## config.mk

```make
export PLATFORM = sky130hd
export DESIGN_NAME = mem_wait_ctrl_flat
export DESIGN_NICKNAME = d
export VERILOG_FILES = /design/src/rtl/mem_ctrl_pkg.sv /design/src/rtl/mem_wait_ctrl_if.sv /design/src/rtl/mem_wbuf.sv /design/src/rtl/mem_wait_ctrl.sv /design/src/flat_wrapper.sv
export SDC_FILE = /design/constraint.sdc
export NUM_CORES = 1
export LEC_CHECK = 0
export ABC_AREA = 1
export CORE_ASPECT_RATIO = 1.2
export CORE_MARGIN = 1.5
export CORE_UTILIZATION = 27
export CTS_BUF_LIST = sky130_fd_sc_hd__clkbuf_4 sky130_fd_sc_hd__clkbuf_8
export DETAILED_ROUTE_END_ITERATION = 16
export SETUP_SLACK_MARGIN = 0.1
export SYNTH_ARGS = -nofsm -noshare
export SYNTH_HDL_FRONTEND = slang
export SYNTH_SLANG_ARGS = --single-unit
```

## constraint.sdc

```tcl
create_clock -name clk -period 2 [get_ports clk]
set_clock_uncertainty 0.2 [all_clocks]
set_input_delay 0.2 -clock clk [delete_from_list [all_inputs] [get_ports clk]]
set_output_delay 0.2 -clock clk [all_outputs]
set_load 0.03 [all_outputs]
```

## src/rtl/mem_ctrl_pkg.sv

```systemverilog
// Shared types and constants for the MIPS-core memory wait controller.
package mem_ctrl_pkg;
    typedef enum logic [1:0] {
        IDLE     = 2'd0,
        RD_WAIT  = 2'd1,
        RD_RESP  = 2'd2,
        WR_DRAIN = 2'd3
    } state_e;

    localparam logic [31:0] TIMEOUT_DATA = 32'hDEADBEEF;
    localparam int          WORD_BYTES   = 4;
    localparam int          OFS_W        = $clog2(WORD_BYTES);
endpackage

```

## src/rtl/mem_wait_ctrl_if.sv

```systemverilog
// Core-side and memory-side bus of mem_wait_ctrl bundled as one interface.
// slave = the controller's view; master = the core plus memory that surround it.
interface mem_wait_ctrl_if #(parameter int ADDR_W = 6) ();
    logic              cpu_req;
    logic              cpu_we;
    logic [31:0]       cpu_adr;
    logic [31:0]       cpu_wdata;
    logic [31:0]       cpu_rdata;
    logic              cpu_ready;
    logic              mem_req;
    logic              mem_we;
    logic [ADDR_W-1:0] mem_adr;
    logic [31:0]       mem_wdata;
    logic [31:0]       mem_rdata;
    logic              mem_ack;

    modport slave (
        input  cpu_req, cpu_we, cpu_adr, cpu_wdata, mem_rdata, mem_ack,
        output cpu_rdata, cpu_ready, mem_req, mem_we, mem_adr, mem_wdata
    );

    modport master (
        output cpu_req, cpu_we, cpu_adr, cpu_wdata, mem_rdata, mem_ack,
        input  cpu_rdata, cpu_ready, mem_req, mem_we, mem_adr, mem_wdata
    );
endinterface

```

## src/rtl/mem_wbuf.sv

```systemverilog
// One-entry posted-store buffer: holds word address and data until drained.
module mem_wbuf #(
    parameter int ADDR_W = 6
) (
    input  logic              clk,
    input  logic              reset,
    input  logic              load,
    input  logic              clear,
    input  logic [ADDR_W-1:0] ld_adr,
    input  logic [31:0]       ld_data,
    input  logic [ADDR_W-1:0] cmp_adr,
    output logic              vld,
    output logic [31:0]       data,
    output logic              hit
);
    logic [ADDR_W-1:0] adr;

    always_ff @(posedge clk or negedge reset) begin
        if (!reset) begin
            vld  <= 1'b0;
            adr  <= '0;
            data <= '0;
        end else if (load) begin
            vld  <= 1'b1;
            adr  <= ld_adr;
            data <= ld_data;
        end else if (clear) begin
            vld  <= 1'b0;
        end
    end

    assign hit = vld & (adr == cmp_adr);
endmodule

```

## src/rtl/mem_wait_ctrl.sv

```systemverilog
// Core-to-memory wait controller with a posted store buffer, read forwarding and timeout.
// Optional build macro MEM_CTRL_STATS_EN adds the stall_cnt output.
module mem_wait_ctrl
    import mem_ctrl_pkg::*;
#(
    parameter int ADDR_W  = 6,
    parameter int TIMEOUT = 255
) (
    input  logic            clk,
    input  logic            reset,
    mem_wait_ctrl_if.slave  bus,
    output logic            err
`ifdef MEM_CTRL_STATS_EN
    ,
    output logic [31:0]     stall_cnt
`endif
);
    localparam int CNT_W = $clog2(TIMEOUT + 1);

    state_e            state_q, state_d;
    logic              mem_req_q, mem_req_d;
    logic              mem_we_q, mem_we_d;
    logic [ADDR_W-1:0] mem_adr_q, mem_adr_d;
    logic [31:0]       rdata_q, rdata_d;
    logic [CNT_W-1:0]  cnt_q, cnt_d;
    logic              err_q, err_d;

    logic              ready_c, cpu_ready_o;
    logic [31:0]       rdata_c;
    logic              wb_load, wb_clear, wb_vld, wb_hit;
    logic [31:0]       wb_data;
    logic [ADDR_W-1:0] cpu_word;
    logic              misal, waiting, tmo;
    logic              unused_adr;

    assign cpu_word   = bus.cpu_adr[ADDR_W+OFS_W-1:OFS_W];
    assign misal      = |bus.cpu_adr[OFS_W-1:0];
    assign unused_adr = ^bus.cpu_adr[31:ADDR_W+OFS_W];
    assign waiting    = (state_q == RD_WAIT) | (state_q == WR_DRAIN);
    // An ack in the terminal-count cycle suppresses the abort.
    assign tmo        = waiting & ~bus.mem_ack & (cnt_q == CNT_W'(TIMEOUT - 1));

    mem_wbuf #(.ADDR_W(ADDR_W)) u_wbuf (
        .clk     (clk),
        .reset   (reset),
        .load    (wb_load),
        .clear   (wb_clear),
        .ld_adr  (cpu_word),
        .ld_data (bus.cpu_wdata),
        .cmp_adr (cpu_word),
        .vld     (wb_vld),
        .data    (wb_data),
        .hit     (wb_hit)
    );

    always_ff @(posedge clk or negedge reset) begin
        if (!reset) begin
            state_q   <= IDLE;
            mem_req_q <= 1'b0;
            mem_we_q  <= 1'b0;
            mem_adr_q <= '0;
            rdata_q   <= '0;
            cnt_q     <= '0;
            err_q     <= 1'b0;
        end else begin
            state_q   <= state_d;
            mem_req_q <= mem_req_d;
            mem_we_q  <= mem_we_d;
            mem_adr_q <= mem_adr_d;
            rdata_q   <= rdata_d;
            cnt_q     <= cnt_d;
            err_q     <= err_d;
        end
    end

    always_comb begin
        state_d   = state_q;
        mem_req_d = mem_req_q;
        mem_we_d  = mem_we_q;
        mem_adr_d = mem_adr_q;
        rdata_d   = rdata_q;
        cnt_d     = cnt_q + CNT_W'(1);
        err_d     = err_q;
        ready_c   = 1'b0;
        rdata_c   = '0;
        wb_load   = 1'b0;
        wb_clear  = 1'b0;

        // Misaligned accesses complete at once with no memory traffic.
        if (bus.cpu_req & misal & ((state_q == IDLE) | (state_q == WR_DRAIN))) begin
            ready_c = 1'b1;
            err_d   = 1'b1;
        end

        unique case (state_q)
            IDLE: begin
                if (bus.cpu_req & ~misal) begin
                    if (!bus.cpu_we) begin
                        mem_req_d = 1'b1;
                        mem_we_d  = 1'b0;
                        mem_adr_d = cpu_word;
                        cnt_d     = '0;
                        state_d   = RD_WAIT;
                    end else if (!wb_vld) begin
                        ready_c   = 1'b1;
                        wb_load   = 1'b1;
                        mem_req_d = 1'b1;
                        mem_we_d  = 1'b1;
                        mem_adr_d = cpu_word;
                        cnt_d     = '0;
                        state_d   = WR_DRAIN;
                    end
                end
            end
            RD_WAIT: begin
                if (bus.mem_ack | tmo) begin
                    mem_req_d = 1'b0;
                    rdata_d   = bus.mem_ack ? bus.mem_rdata : TIMEOUT_DATA;
                    err_d     = err_d | tmo;
                    state_d   = RD_RESP;
                end
            end
            RD_RESP: begin
                ready_c = 1'b1;
                rdata_c = rdata_q;
                state_d = IDLE;
            end
            WR_DRAIN: begin
                if (bus.cpu_req & ~misal & ~bus.cpu_we & wb_hit) begin
                    ready_c = 1'b1;
                    rdata_c = wb_data;
                end
                // Stores and read misses wait here; they are re-decoded from IDLE.
                if (bus.mem_ack | tmo) begin
                    mem_req_d = 1'b0;
                    mem_we_d  = 1'b0;
                    wb_clear  = 1'b1;
                    err_d     = err_d | tmo;
                    state_d   = IDLE;
                end
            end
            default: state_d = IDLE;
        endcase
    end

    assign cpu_ready_o   = reset & ready_c;
    assign bus.cpu_ready = cpu_ready_o;
    assign bus.cpu_rdata = rdata_c;
    assign bus.mem_req   = mem_req_q;
    assign bus.mem_we    = mem_we_q;
    assign bus.mem_adr   = mem_adr_q;
    assign bus.mem_wdata = wb_data;
    assign err           = err_q;

`ifdef MEM_CTRL_STATS_EN
    always_ff @(posedge clk or negedge reset) begin
        if (!reset)
            stall_cnt <= '0;
        else if (bus.cpu_req & ~cpu_ready_o & ~&stall_cnt)
            stall_cnt <= stall_cnt + 32'd1;
    end
`endif
endmodule
```

## src/flat_wrapper.sv

```systemverilog
// flat-port wrapper written by rule: the top's interface ports become plain ports
module mem_wait_ctrl_flat import mem_ctrl_pkg::*;
#(
    parameter int ADDR_W  = 6,
    parameter int TIMEOUT = 255
)
  (clk, reset, err, bus_cpu_req, bus_cpu_we, bus_cpu_adr, bus_cpu_wdata, bus_mem_rdata, bus_mem_ack, bus_cpu_rdata, bus_cpu_ready, bus_mem_req, bus_mem_we, bus_mem_adr, bus_mem_wdata);
  mem_wait_ctrl_if #(.ADDR_W(ADDR_W)) bus_i ();
  input  logic clk;
  input  logic reset;
  output logic err;
  input wire logic [$bits(bus_i.cpu_req)-1:0] bus_cpu_req;
  input wire logic [$bits(bus_i.cpu_we)-1:0] bus_cpu_we;
  input wire logic [$bits(bus_i.cpu_adr)-1:0] bus_cpu_adr;
  input wire logic [$bits(bus_i.cpu_wdata)-1:0] bus_cpu_wdata;
  input wire logic [$bits(bus_i.mem_rdata)-1:0] bus_mem_rdata;
  input wire logic [$bits(bus_i.mem_ack)-1:0] bus_mem_ack;
  output wire logic [$bits(bus_i.cpu_rdata)-1:0] bus_cpu_rdata;
  output wire logic [$bits(bus_i.cpu_ready)-1:0] bus_cpu_ready;
  output wire logic [$bits(bus_i.mem_req)-1:0] bus_mem_req;
  output wire logic [$bits(bus_i.mem_we)-1:0] bus_mem_we;
  output wire logic [$bits(bus_i.mem_adr)-1:0] bus_mem_adr;
  output wire logic [$bits(bus_i.mem_wdata)-1:0] bus_mem_wdata;
  assign bus_i.cpu_req = bus_cpu_req;
  assign bus_i.cpu_we = bus_cpu_we;
  assign bus_i.cpu_adr = bus_cpu_adr;
  assign bus_i.cpu_wdata = bus_cpu_wdata;
  assign bus_i.mem_rdata = bus_mem_rdata;
  assign bus_i.mem_ack = bus_mem_ack;
  assign bus_cpu_rdata = bus_i.cpu_rdata;
  assign bus_cpu_ready = bus_i.cpu_ready;
  assign bus_mem_req = bus_i.mem_req;
  assign bus_mem_we = bus_i.mem_we;
  assign bus_mem_adr = bus_i.mem_adr;
  assign bus_mem_wdata = bus_i.mem_wdata;
  mem_wait_ctrl #(.ADDR_W(ADDR_W), .TIMEOUT(TIMEOUT)) u_core (.clk(clk), .reset(reset), .bus(bus_i), .err(err));
endmodule
```

==> flow_summary.toml <==
[worst_setup_path]
startpoint_type = "register"
critPathKind = "reg -> out"
crit_fanout = 12
rrSetupSlack_ps = 170
regToRegEndpoint = "u_core.u_wbuf.data[17]$_DFFE_PN0P_"
critPathRequiredTime_ps = 1600
reg2reg_depth = 9
end_kind = "output port"
timing.rr.start = "u_core.state_q[0]$_DFFE_PN0P_"
cp.arrival_ps = 1740

[placed_design]
pre_cts_ws_ps = -244.2
gp_congestion = 0.7728
portBuffers = 150
hpwl_um = 9225

[global_route]
grtUsageMet3 = 0.04895
grt_usage = 0.1659
overflow = 0
grt_pass1_vias = 4196
gr-usage-met1 = 0.1948
grt_max_degree = 91
grt_pass1_wl_um = 21360
grtUsageMet2 = 0.2890
antenna_found_initial = 1
busiest_layer = "met2"

[clock_tree]
cts_buffer_depth = 2
clock-root-buffer = "clkbuf_8"
h-tree-depth = 3
clk_latency_ps = 370
path_clk_slew_ps = 100
numClockSinks = 90
cts_tree = "built"
cts_buffers = 9

[synthesis]
synth_top_cell_by_area = "dfrtp_1"
yosysUniqueCellTypes = 23
syn-mean-instance-area_um2 = 7.881
syn_nets = 650
synth-seq-cells = 90
ys_warn_count = 0
synth_cells = 542
synth_top_area_share = 0.5272
synthTopCellsByArea = "dfrtp_1 (53%), nand2_1 (19%), inv_1 (4.8%)"
syn-cell-area_um2 = 4272
seq_area_frac_synth = 0.5272

[pwr]
power.leakage_nw = 3.415
power.density_nw_per_um2 = 1513
vdd_drop_max_mv = 0.5457
power_mw = 10.60

[floorplanning]
start_util = 0.2753
placementRows = 50
die_area_um2 = 16590
die_w_um = 117.8
core_area_um2 = 15510
ios = 175
die_h_um = 140.8

[sta]
rsz0062_at_grt = "true"
fin_crit_ps = 2145
fin_setup_tns_ps = -4004
min_period_over_period = 1.072
fmax_mhz = 466.3
setup_viol = 33
fin_ws_ps = -144.6
timing.slew.headroom = 0.6819
hold_viol = 0
tightestPinTransition_ps = 477.1
slew_viol_final = 0

[detailed_routing]
drt-initial-drc-count = 161
wirelength_um = 14180
wire_per_inst_um = 15.23
viasPerCell = 4.449
ant_nets = 0
vias = 4142
drc_errors = 0
drt_pre_antenna_iters = 4

[final_layout]
drive_gt1_frac = 0.2158
nets = 826
syn2layout_area_growth_pct = 64.12
fill_cells = 1559
diodes = 0

[status]
violations = "setup timing"
status = "complete, but fails checks"

[min_path]
min_to = "u_core.u_wbuf.data[31]$_DFFE_PN0P_"
hp-class = "in -> reg"
min_from = "bus_cpu_wdata[31]"
holdPathStages = 3

[job]
max-cap-violations = 0
[cell families after synthesis]
| family | after synthesis | share of synthesized area |
|---|---|---|
| simple gates | 280 | 0.2578 |
| flops | 90 | 0.5272 |
| fa+ha+maj | 7 | 0.02050 |
| compound gates | 79 | 0.1002 |
| xor+xnor | 3 | 0.006152 |
| buf+inv | 83 | 0.08817 |
[state kept, by name, indices dropped and copies added (netlist names)]
register / count
u_core.u_wbuf.vld: 1
u_core.err: 1
u_core.bus.mem_we: 1
u_core.u_wbuf.adr: 6
u_core.rdata_q: 32
u_core.cnt_q: 8
u_core.bus.mem_adr: 6
u_core.bus.mem_req: 1
u_core.u_wbuf.data: 32
u_core.state_q: 2
[where the power goes]
part           switching [mW]  internal [mW]  total [mW]
Sequential              0.506           2.64        3.15
Combinational            3.30           2.49        5.79
Clock                   0.667           1.00        1.67
Total                    4.47           6.13        10.6
[per-stage QoR]
stage	cells	util	area, µm²	hold WS, ps
after floorplan	542	-	4424	-295.6
after global placement	899	0.3987	6186	128.8
after detailed placement	899	0.3987	6186	136.2
after CTS	923	0.4407	6838	133.6
after global routing	931	0.4519	7010	144.9
final	931	0.4519	7010	152.5
[critical path, stage by stage, from the launching register on]
cell	delay, ps
dfrtp_1	410
inv_2	60
nand2_1	50
nand2_1	60
nand2_1	70
nor2_2	130
nand2_4	140
buf_12	190
o22ai_2	120
buf_6	160
[placed cells by master (no fill, tap or decap), drive strengths merged]
master,count
nand2,220
clkdlybuf4s50,106
dfrtp,90
buf,71
inv,59
nor2,42
a21oi,29
o21ai,25
o22ai,24
nand3,15
clkbuf,11
dlymetal6s2s,10
ha,7
bufinv,4
xor2,3
nor3,2
clkinv,2
or2,1
o21bai,1
dlygate4sd3,1
[area by class of cell]
cell class / count / area, µm² / share of cell area
timing repair buffer: 188 / 2022 / 0.2884
tap: 208 / 260.3 / 0.03712
multi-input combinational: 369 / 1954 / 0.2788
timing repair inverter: 2 / 17.52 / 0.002499
inverter: 58 / 232.7 / 0.03320
sequential: 90 / 2253 / 0.3214
clock inverter: 5 / 125.1 / 0.01785
clock buffer: 11 / 145.1 / 0.02070
[per-layer routing]
metal | wire length (µm) | vias up | share of wire
li1 | - | 2039 | -
met1 | 5990 | 1966 | 0.42
met2 | 7112 | 115 | 0.50
met3 | 795 | 20 | 0.056
met4 | 266 | 2 | 0.019
met5 | 11 | - | 0.00078
[cell usage after synthesis (all sizes together)]
master and n:
clkbuf 12, nor3 2, buf 13, nand2 220, o22ai 24, nand3 15, dfrtp 90, o21ai 25
xor2 3, o21bai 1, or2 1, ha 7, a21oi 29, nor2 42, inv 58
[repair_timing]
action / 4_1_cts / 5_1_grt
cloned: 3 / 2
hold buffers: 1 / 0
resized for setup: 67 / 46
hold endpoints to repair: 90 / 0
pin swaps: 6 / 5
setup buffers: 4 / 7
endpoints found under the setup margin: 61 / 111
[worst max-delay path by stage]
stage / endpoint / depth (start not counted) / start
2_1_floorplan: bus_cpu_rdata[29] / 5 / u_core.state_q[0]$_DFFE_PN0P_
3_3_place_gp: bus_cpu_rdata[31] / 10 / bus_cpu_we
3_5_place_dp: bus_cpu_rdata[31] / 9 / bus_cpu_req
4_1_cts: bus_cpu_rdata[22] / 9 / u_core.u_wbuf.adr[3]$_DFFE_PN0P_
5_1_grt: bus_cpu_rdata[6] / 10 / u_core.u_wbuf.adr[2]$_DFFE_PN0P_
6_report: bus_cpu_rdata[2] / 9 / u_core.u_wbuf.adr[3]$_DFFE_PN0P_
(Power assumes the default switching activity.)
